**src/rtl/au_pkg.sv**
```systemverilog
// Shared helpers for the au encoder/decoder family: index-width function and
// occupancy encodings for the 2-entry output buffers.
package au_pkg;

    localparam logic [1:0] ST_EMPTY = 2'd0;
    localparam logic [1:0] ST_ONE   = 2'd1;
    localparam logic [1:0] ST_FULL  = 2'd2;

    // max(ceil(log2(x)), 1)
    function automatic int unsigned clogb2(input int unsigned x);
        int unsigned r;
        r = 0;
        for (int unsigned i = 0; i < 32; i++) begin
            if ((64'd1 << i) < 64'(x)) begin
                r = i + 1;
            end
        end
        return (r < 1) ? 1 : r;
    endfunction

endpackage

```
**src/rtl/au_decode_core.sv**
```systemverilog
// Combinational binary-to-one-hot decode; out-of-range indices give an all-zero
// word with err set.
module au_decode_core
    import au_pkg::*;
#(
    parameter int WIDTH = 8,
    localparam int unsigned IDXW = clogb2(32'(WIDTH))
) (
    input  logic [IDXW-1:0]  a,
    output logic [WIDTH-1:0] onehot,
    output logic             err
);

    always_comb begin
        onehot = '0;
        for (int i = 0; i < WIDTH; i++) begin
            if (a == IDXW'(i)) begin
                onehot[i] = 1'b1;
            end
        end
        // no bit matched means the index lies at or beyond WIDTH
        err = (onehot == '0);
    end

endmodule

```
**src/rtl/au_decode_stream.sv**
```systemverilog
// Registered streaming decoder: index in, one-hot word out through a 2-entry
// FIFO so a_ready depends only on registered occupancy.
module au_decode_stream
    import au_pkg::*;
#(
    parameter int WIDTH = 8,
    localparam int unsigned IDXW = clogb2(32'(WIDTH))
) (
    input  logic             clk,
    input  logic             rst_n,
    input  logic             a_valid,
    output logic             a_ready,
    input  logic [IDXW-1:0]  a,
    output logic             z_valid,
    input  logic             z_ready,
    output logic [WIDTH-1:0] z,
    output logic             z_err
);

    if (WIDTH < 1) begin : g_bad_width
        $fatal(1, "au_decode_stream: WIDTH must be >= 1");
    end

    typedef enum logic [1:0] {
        EMPTY = ST_EMPTY,
        ONE   = ST_ONE,
        FULL  = ST_FULL
    } state_t;

    // entry layout: {err, data}
    localparam int unsigned EW = 32'(WIDTH) + 1;

    state_t          state, next_state;
    logic [EW-1:0]   e0, e1, next_e0, next_e1;
    logic [EW-1:0]   new_entry;
    logic [WIDTH-1:0] dec_word;
    logic            dec_err;
    logic            push, pop;

    au_decode_core #(.WIDTH(WIDTH)) u_core (
        .a      (a),
        .onehot (dec_word),
        .err    (dec_err)
    );

    assign new_entry = {dec_err, dec_word};

    assign a_ready = rst_n && (state != FULL);
    assign z_valid = (state != EMPTY);
    assign z       = z_valid ? e0[WIDTH-1:0] : '0;
    assign z_err   = z_valid & e0[EW-1];

    assign push = a_valid && a_ready;
    assign pop  = z_valid && z_ready;

    always_ff @(posedge clk) begin
        if (!rst_n) begin
            state <= EMPTY;
            e0    <= '0;
            e1    <= '0;
        end else begin
            state <= next_state;
            e0    <= next_e0;
            e1    <= next_e1;
        end
    end

    // e0 is always the head; a pop from FULL shifts e1 forward
    always_comb begin
        next_state = state;
        next_e0    = e0;
        next_e1    = e1;
        case (state)
            EMPTY: begin
                if (push) begin
                    next_state = ONE;
                    next_e0    = new_entry;
                end
            end
            ONE: begin
                if (push && pop) begin
                    next_e0 = new_entry;
                end else if (push) begin
                    next_state = FULL;
                    next_e1    = new_entry;
                end else if (pop) begin
                    next_state = EMPTY;
                    next_e0    = '0;
                end
            end
            FULL: begin
                if (pop) begin
                    next_state = ONE;
                    next_e0    = e1;
                    next_e1    = '0;
                end
            end
            default: begin
                next_state = EMPTY;
                next_e0    = '0;
                next_e1    = '0;
            end
        endcase
    end

endmodule

```
**config.mk**
```make
export PLATFORM = sky130hd
export DESIGN_NAME = au_decode_stream
export DESIGN_NICKNAME = d
export VERILOG_FILES = /design/src/rtl/au_pkg.sv /design/src/rtl/au_decode_core.sv /design/src/rtl/au_decode_stream.sv
export SDC_FILE = /design/constraint.sdc
export NUM_CORES = 1
export LEC_CHECK = 0
export CAP_MARGIN = 20
export CORE_MARGIN = 2
export CORE_UTILIZATION = 55
export DETAILED_ROUTE_END_ITERATION = 10
export PLACE_DENSITY = 0.9
export SYNTH_ARGS = -nofsm -noshare
export SYNTH_HDL_FRONTEND = slang
export SYNTH_SLANG_ARGS = --single-unit
export TNS_END_PERCENT = 5
```
**constraint.sdc**
```tcl
create_clock -name clk -period 2.32 [get_ports clk]
set_clock_uncertainty 0.2 [all_clocks]
set_input_delay 0.464 -clock clk [delete_from_list [all_inputs] [get_ports clk]]
set_output_delay 0.464 -clock clk [all_outputs]
set_load 0.005 [all_outputs]
```
-- Word-level counts from Yosys, hierarchy flattened
Cells that the tools add are included.
- flip-flop bits (word level): 20
- output and inout bits: 11
- bits of input ports: 7
- word-level logic and storage cells: 56
- reduce and logical (&&, ||, !) cells: 11
- multiplexer cells: 23
- equality and inequality tests: 17
- bitwise logic cells: 2
- operators by type and width (cell ; number):
    $mux W9 ; 6
    $pmux W9 S3 ; 2
    $eq A3 B3 Y1 const B ; 4
    $reduce_and A4 Y1 ; 3
    $mux W2 ; 5
    $ne A2 B2 Y1 const B ; 5
    $ne A3 B3 Y1 const B ; 3
    $logic_not A8 Y1 ; 1
    $mux W1 ; 8
    $mux W8 ; 1
    $eq A3 B2 Y1 const B ; 2
    $pmux W2 S3 ; 1
    $logic_and A1 B1 Y1 ; 4
    $eq A3 B1 Y1 const B ; 1
    $logic_not A3 Y1 ; 1
    $eq A2 B1 Y1 const B ; 1
    $eq A2 B2 Y1 const B ; 1
    $logic_not A2 Y1 ; 1
    $reduce_bool A2 Y1 ; 1
    $and A1 B1 Y1 ; 1
    $not A1 Y1 ; 1

-- Longest topological paths before layout
Gate-level depths: netlist of the first run.
- depth in word-level cells: 6
- depth in mapped cells: 6
- mapped depth without buffers: 4

-- Modules after synthesis
From an unflattened synthesis of the first run, not the netlist that was laid out.
- cells, all modules: 140
- area total of the unflattened synthesis: 1323.8 um^2
- by module, submodules not included (module ; cells each ; times used ; seq. area each (um^2) ; area an instance (um^2)):
    au_decode_stream ; 130 ; 1 ; 400.4 ; 1247.4
    au_decode_core ; 10 ; 1 ; 0.0 ; 76.3

-- Worst setup path after synthesis of the first run
No wires, ideal clock.
- kind: register to output
- from: register state[1]
- to: output z_valid
- path slack: 0.541 ns
- buffers on the path: 2
- arrival: 1.115 ns
- required time: 1.656 ns
- cell stages (with the launch flop): 5
- cell sequence: dfxtp_1 -> buf_2 -> buf_2 -> nor2_1 -> inv_1
- word-level cells in the longest chain between the ends: 1
- ends and longest elaborated chain (item ; line ; source):
    start: declaration ; au_decode_stream.sv:33 ; state_t state, next_state;
    start signal: assignment ; au_decode_stream.sv:62 ; state <= next_state;
    $reduce_bool A2 Y1 ; au_decode_stream.sv:49 ; assign z_valid = (state != EMPTY);
    end: declaration ; au_decode_stream.sv:14 ; output logic z_valid,
No other way between the ends.

-- Final worst setup path of the first run
- from: input rst_n
- to: output a_ready
- word-level cells in the longest chain between the ends: 1
- ends and longest elaborated chain (item ; line ; source):
    start: declaration ; au_decode_stream.sv:10 ; input logic rst_n,
    $logic_and A1 B1 Y1 ; au_decode_stream.sv:48 ; assign a_ready = rst_n && (state != FULL);
    end: declaration ; au_decode_stream.sv:12 ; output logic a_ready,
No other way between the ends.

==> qor.yml, run 1 <==
status:
  outcome: "finished, final reports clean"
layout:
  drive_above_1_share: 0.126
  synthToLayoutAreaGrowth_pct: 26.6
  nets: 167
  fillerInstances: 143
  antenna_cells: 0
synth:
  syn_nets: 144
  synth_top_area_cell: "dfxtp_1"
  syn_inst: 137
  synth-seq-cells: 20
  ys.flop_type: "dfxtp_1"
  yosysWarnings: 0
  async_flop_share: 0
  avgSynthCellArea_um2: 7.90
  synth_area_leaders: "dfxtp_1, a2bb2oi_1, nor2_1"
  yosys.cell_types.count: 31
  ys_seq_area_frac: 0.370
  synth_edf_count: 0
  yosysTopAreaCellShare: 0.370
  synth_area_um2: 1080
route:
  antenna_left: 0
  vias_per_cell: 5.80
  drc: 0
  wl_per_cell_um: 14.0
  firstDrtPassIters: 5
  routed_wl_um: 2600
  drt-initial-drc-count: 29
  vias: 1079
timing:
  setup_violations: 0
  max_freq_ghz: 0.439
  final-max-slew-violation-count: 0
  maxSlewHeadroom: 0.715
  finalHoldViolCount: 0
  rsz0062_at_grt: "false"
  period_share: 0.982
  finalCriticalPeriod_ps: 2280
  final.setup.tns_ps: 0
  worst_pin_slew_ps: 425
min_path:
  worstHoldPathCells: 2
  min_to: "e1[5]$_SDFFE_PN0P_"
  hold_start: "e1[5]$_SDFFE_PN0P_"
  holdCritPathClass: "flop to flop"
clock_network:
  clock-root-buffer: "clkbuf_4"
  holdBufCountCts: 0
  path_clk_slew_ps: 110
  numCtsBuffers: 3
  cts_buffer_depth: 2
  cts_tree: "yes"
  htreeDepth: 1
  clock_sink_count: 20
  insertion_delay_ps: 320
setup_path:
  r2r-start: "state[1]$_SDFFE_PN0P_"
  r2r-end: "e0[7]$_SDFFE_PN0P_"
  crit_path_end_kind: "output port"
  worstPathMaxFanout: 4
  worstSetupPathType: "input pin to output port"
  regToRegSetupSlack_ps: 510
  cp_data_required_time_ps: 1660
  cp.arrival_ps: 1610
  rr_worst_depth: 5
  cp-start-kind: "input pin"
flow_run:
  max-cap-violations: 0
grt:
  overflow: 0
  grt_pass1_wl_um: 4530
  antenna_found_initial: 0
  grt_start_max_net_pins: 22
  grt_pass1_vias: 1015
  global_route.usage.total: 0.248
floorplanning:
  core_um2: 1900
  die_area_um2: 2340
  start_util: 0.569
  die_y_um: 48.4
  die_x_um: 48.4
  ioPinCount: 18
  rows: 16
pwr:
  max-vdd-ir-drop_mv: 0.550
  p_per_area_nw_per_um2: 509
  design_power_total_mw: 0.698
  leakagePower_nw: 0.490
place:
  place.port_buffers: 17
  place.gp.congestion: 0.774
  place_hpwl_um: 1850
critical path, stage by stage:
cell	delay (ps)
clkdlybuf4s50_1	530
and2_1	140
clkdlybuf4s50_1	490
Yosys cell counts (2+ instances only):
master,instances
a22oi_1,8
and2_1,2
or4_1,4
clkbuf_1,2
nor2b_1,4
dfxtp_1,20
inv_1,12
mux2i_1,3
or3_1,3
nand2_1,13
a2bb2oi_1,8
nand2b_1,4
a21oi_1,9
buf_2,4
nor2_1,17
o22ai_1,9
timing repair:
item / CTS / global route
gates resized for setup: 0 / 6
setup endpoints to repair: 11 / 11
buffers inserted: 0 / 0
registers in the layout, indices dropped and copies added, names as in the netlist:
name,flops
e0,9
e1,9
state,2
cell type report:
cell class | instances | area, um^2 | area share
Clock buffer | 4 | 36.3 | 0.0265
Inverter | 12 | 45.0 | 0.0329
Multi-Input combinational cell | 97 | 604 | 0.441
Sequential cell | 20 | 402 | 0.293
Tap cell | 27 | 33.8 | 0.0247
Timing Repair Buffer | 26 | 249 | 0.182
cells in the final DEF, fill, tap and decap left out, drive strengths merged, types with 2 or more instances in the layout:
cell,Yosys,final
a21oi,9,9
a22oi,8,8
a2bb2oi,8,8
and2,2,2
buf,6,9
clkbuf,2,4
clkdlybuf4s50,0,17
dfxtp,20,20
inv,12,12
mux2i,3,3
nand2,13,13
nand2b,4,4
nor2,17,17
nor2b,4,4
nor4,2,2
o22ai,10,10
or3,3,3
or4,4,4
logic make-up (layout without fill, tap and decap cells):
| group | after synthesis | in the layout | synth area share |
|---|---|---|---|
| simple gates | 54 | 54 | 0.258 |
| compound gates | 39 | 39 | 0.253 |
| mux | 4 | 4 | 0.0382 |
| flops | 20 | 20 | 0.370 |
| buf+inv | 20 | 42 | 0.0809 |
where the power goes:
part | internal, mW | leakage [nW] | switching [mW] | total [mW]
sequential | 0.350 | 0.162 | 0.00346 | 0.354
clock | 0.0962 | 0.0210 | 0.115 | 0.211
combinational | 0.0618 | 0.307 | 0.0716 | 0.133
stage by stage:
stage                      util  cells  area, um^2  worst slack (ps)  hold slack [ps]
after floorplan               -    137        1080               541              232
after global placement    0.689    182        1310              70.9              245
after detailed placement  0.689    182        1310              62.2              250
after CTS                 0.709    186        1350             -40.2              268
after global routing      0.720    186        1370              1.12              299
final                     0.720    186        1370              42.2              270
how the worst max path moves through the flow:
| stage | endpoint | startpoint | cells past startpoint | slack (ps) |
|---|---|---|---|---|
| after global placement | a_ready | rst_n | 3 | 70 |
| after detailed placement | a_ready | rst_n | 3 | 60 |
| after CTS | z[2] | state[1]$_SDFFE_PN0P_ | 3 | -40 |
| after global routing | a_ready | state[0]$_SDFFE_PN0P_ | 4 | 1 |
| after floorplan | z_valid | state[1]$_SDFFE_PN0P_ | 4 | 540 |
| final | a_ready | rst_n | 3 | 40 |
layer usage:
layer	up-vias	track usage	routed length, um
li1	534	-	-
met1	495	0.309	1120
met2	41	0.396	1250
met3	9	0.0648	150
met4	0	0.129	76
met5	-	0	0
Power figures use the tool's default switching activity.
==> inputs of run 2 (changes only) <==
CORE_UTILIZATION = 51   (was 55)
PLACE_DENSITY = 0.85   (was 0.9)
clock period = 2.6 ns   (was 2.32 ns; I/O delays follow)
==> run 2 against run 1 <==
Net effect: die area grew 7.2%; critical path depth is the same; sequential power shrank 11%; global-route usage shrank 1.3 points; sequential share of layout area grew 0.21 points; final cell count shrank 0.54%; routed wire length shrank 0.39%; register-to-register slack gained 200 ps; clock power grew 19%; combinational power shrank 13%; utilization shrank 3.6 points; power shrank 2.5%; critical endpoint unchanged; largest cell class unchanged.
==> qor.yml, run 2 (synthesis results as in run 1) <==
timing:
  max_freq_ghz: 0.401
  worst_pin_slew_ps: 565
  final.setup.tns_ps: 0
  rsz0062_at_grt: "false"
  finalCriticalPeriod_ps: 2490
  setup_violations: 0
  finalHoldViolCount: 0
  worst_slack_ps: 105
  maxSlewHeadroom: 0.623
  period_share: 0.960
  final-max-slew-violation-count: 0
setup_path:
  cpPeakStageDelay_ps: 570
  worstPathCellList: "clkdlybuf4s50_1, and2_1, clkdlybuf4s50_1"
  path_buf_inv: 2
  worstSetupPathType: "input pin to output port"
  cp_data_required_time_ps: 1880
  worstPathMaxFanout: 5
  rr_worst_depth: 5
  cp.depth: 3
  cp.arrival_ps: 1770
  crit_family: "buffers and inverters"
  critPathSlowestCell: "clkdlybuf4s50_1"
  critPathMostFrequentCell: "clkdlybuf4s50_1"
  cp-start-kind: "input pin"
  crit_path_end_kind: "output port"
layout:
  top_regs: "e0: 9 flops, e1: 9 flops, state: 2 flops"
  final_cell_mix: "dfxtp_1, nor2_1, clkdlybuf4s50_1"
  synthToLayoutAreaGrowth_pct: 25.3
  fin_util: 0.684
  nets: 166
  drive_above_1_share: 0.101
  fillerInstances: 161
  final_common_cell: "dfxtp_1"
  antenna_cells: 0
pwr:
  power_frac_seq: 0.462
  intPower_mw: 0.519
  leakagePower_nw: 0.486
  p_per_area_nw_per_um2: 502
  power_switching_mw: 0.161
  pwr-share-clk: 0.368
  design_power_total_mw: 0.680
  max-vdd-ir-drop_mv: 0.345
  power_frac_comb: 0.170
  switching_share: 0.237
floorplanning:
  die_x_um: 50.1
  die_area_um2: 2510
  rows: 16
  die_y_um: 50.1
  core_um2: 1980
  ioPinCount: 18
  start_util: 0.546
clock_network:
  insertion_delay_ps: 300
  post_cts_buffers: 0
  holdBufCountCts: 0
  numCtsBuffers: 3
  cts_buffer_depth: 2
  clock_sink_count: 20
  htreeDepth: 1
  path_clk_slew_ps: 110
  cts_tree: "yes"
  clock-root-buffer: "clkbuf_4"
  cts_resized: 0
route:
  routed_wl_um: 2590
  vias: 1075
  vias_per_cell: 5.81
  wl_per_cell_um: 14.0
  drt-initial-drc-count: 22
  antenna_left: 0
  drc: 0
  firstDrtPassIters: 4
status:
  outcome: "finished, final reports clean"
place:
  place.gp.congestion: 0.775
  place.port_buffers: 17
  place_hpwl_um: 1830
  place_ws_ps: 179
flow_run:
  max-cap-violations: 0
grt:
  grt_start_max_net_pins: 22
  grt_pass1_wl_um: 4600
  grt_pass1_vias: 979
  global_route.usage.total: 0.235
  overflow: 0
  antenna_found_initial: 0
min_path:
  worstHoldPathCells: 2
  holdCritPathClass: "flop to flop"
-- run 2: final timing paths --
| kind | from | endpoint | slack [ps] |
|---|---|---|---|
| hold / removal | e1[5]$_SDFFE_PN0P_ | e1[5]$_SDFFE_PN0P_ | 270 |
| hold reg to reg | e1[5]$_SDFFE_PN0P_ | e1[5]$_SDFFE_PN0P_ | 270 |
| setup / recovery | rst_n | a_ready | 110 |
| setup reg to reg | state[1]$_SDFFE_PN0P_ | e0[3]$_SDFFE_PN0P_ | 710 |
-- run 2: worst reg2reg max path, stage by stage (launching register included) --
cell and delay, ps:
dfxtp_1 330, buf_4 200, nand2b_1 280, nor3_1 510, a2bb2oi_1 130, o22ai_1 160
-- run 2: metrics by stage --
stage / cell area, um^2 / hold slack [ps] / std cells
6_report: 1360 / 274 / 185
5_1_grt: 1360 / 294 / 185
4_1_cts: 1360 / 270 / 185
3_5_place_dp: 1300 / 252 / 181
3_3_place_gp: 1300 / 243 / 181
2_1_floorplan: 1080 / 232 / 137
-- run 2: final cells by class --
class / count / area [um^2] / share of cell area
Inverter: 12 / 45.0 / 0.0332
Multi-Input combinational cell: 97 / 594 / 0.438
Clock buffer: 3 / 22.5 / 0.0166
Sequential cell: 20 / 400 / 0.295
Clock inverter: 1 / 30.0 / 0.0221
Timing Repair Buffer: 25 / 230 / 0.170
Tap cell: 27 / 33.8 / 0.0249
-- run 2: routing by layer --
layer | track usage | wire length (um)
met5 | 0 | 0
met4 | 0.0833 | 54
met3 | 0.0455 | 160
met2 | 0.377 | 1280
met1 | 0.312 | 1090
-- run 2: power groups by stage --
stage | sequential [mW] | combinational (mW) | clock, mW
after floorplan | 0.320 | 0.0711 | 0
after global placement | 0.321 | 0.108 | 0
after detailed placement | 0.321 | 0.112 | 0
after CTS | 0.314 | 0.114 | 0.253
after global routing | 0.315 | 0.127 | 0.276
final | 0.314 | 0.116 | 0.251
==> inputs of run 3 (changes only) <==
ABC_CLOCK_PERIOD_IN_PS = 2600   (was not set)
==> results of run 3 <==
The final DEF is identical to that of run 2; final timing and power are the same.
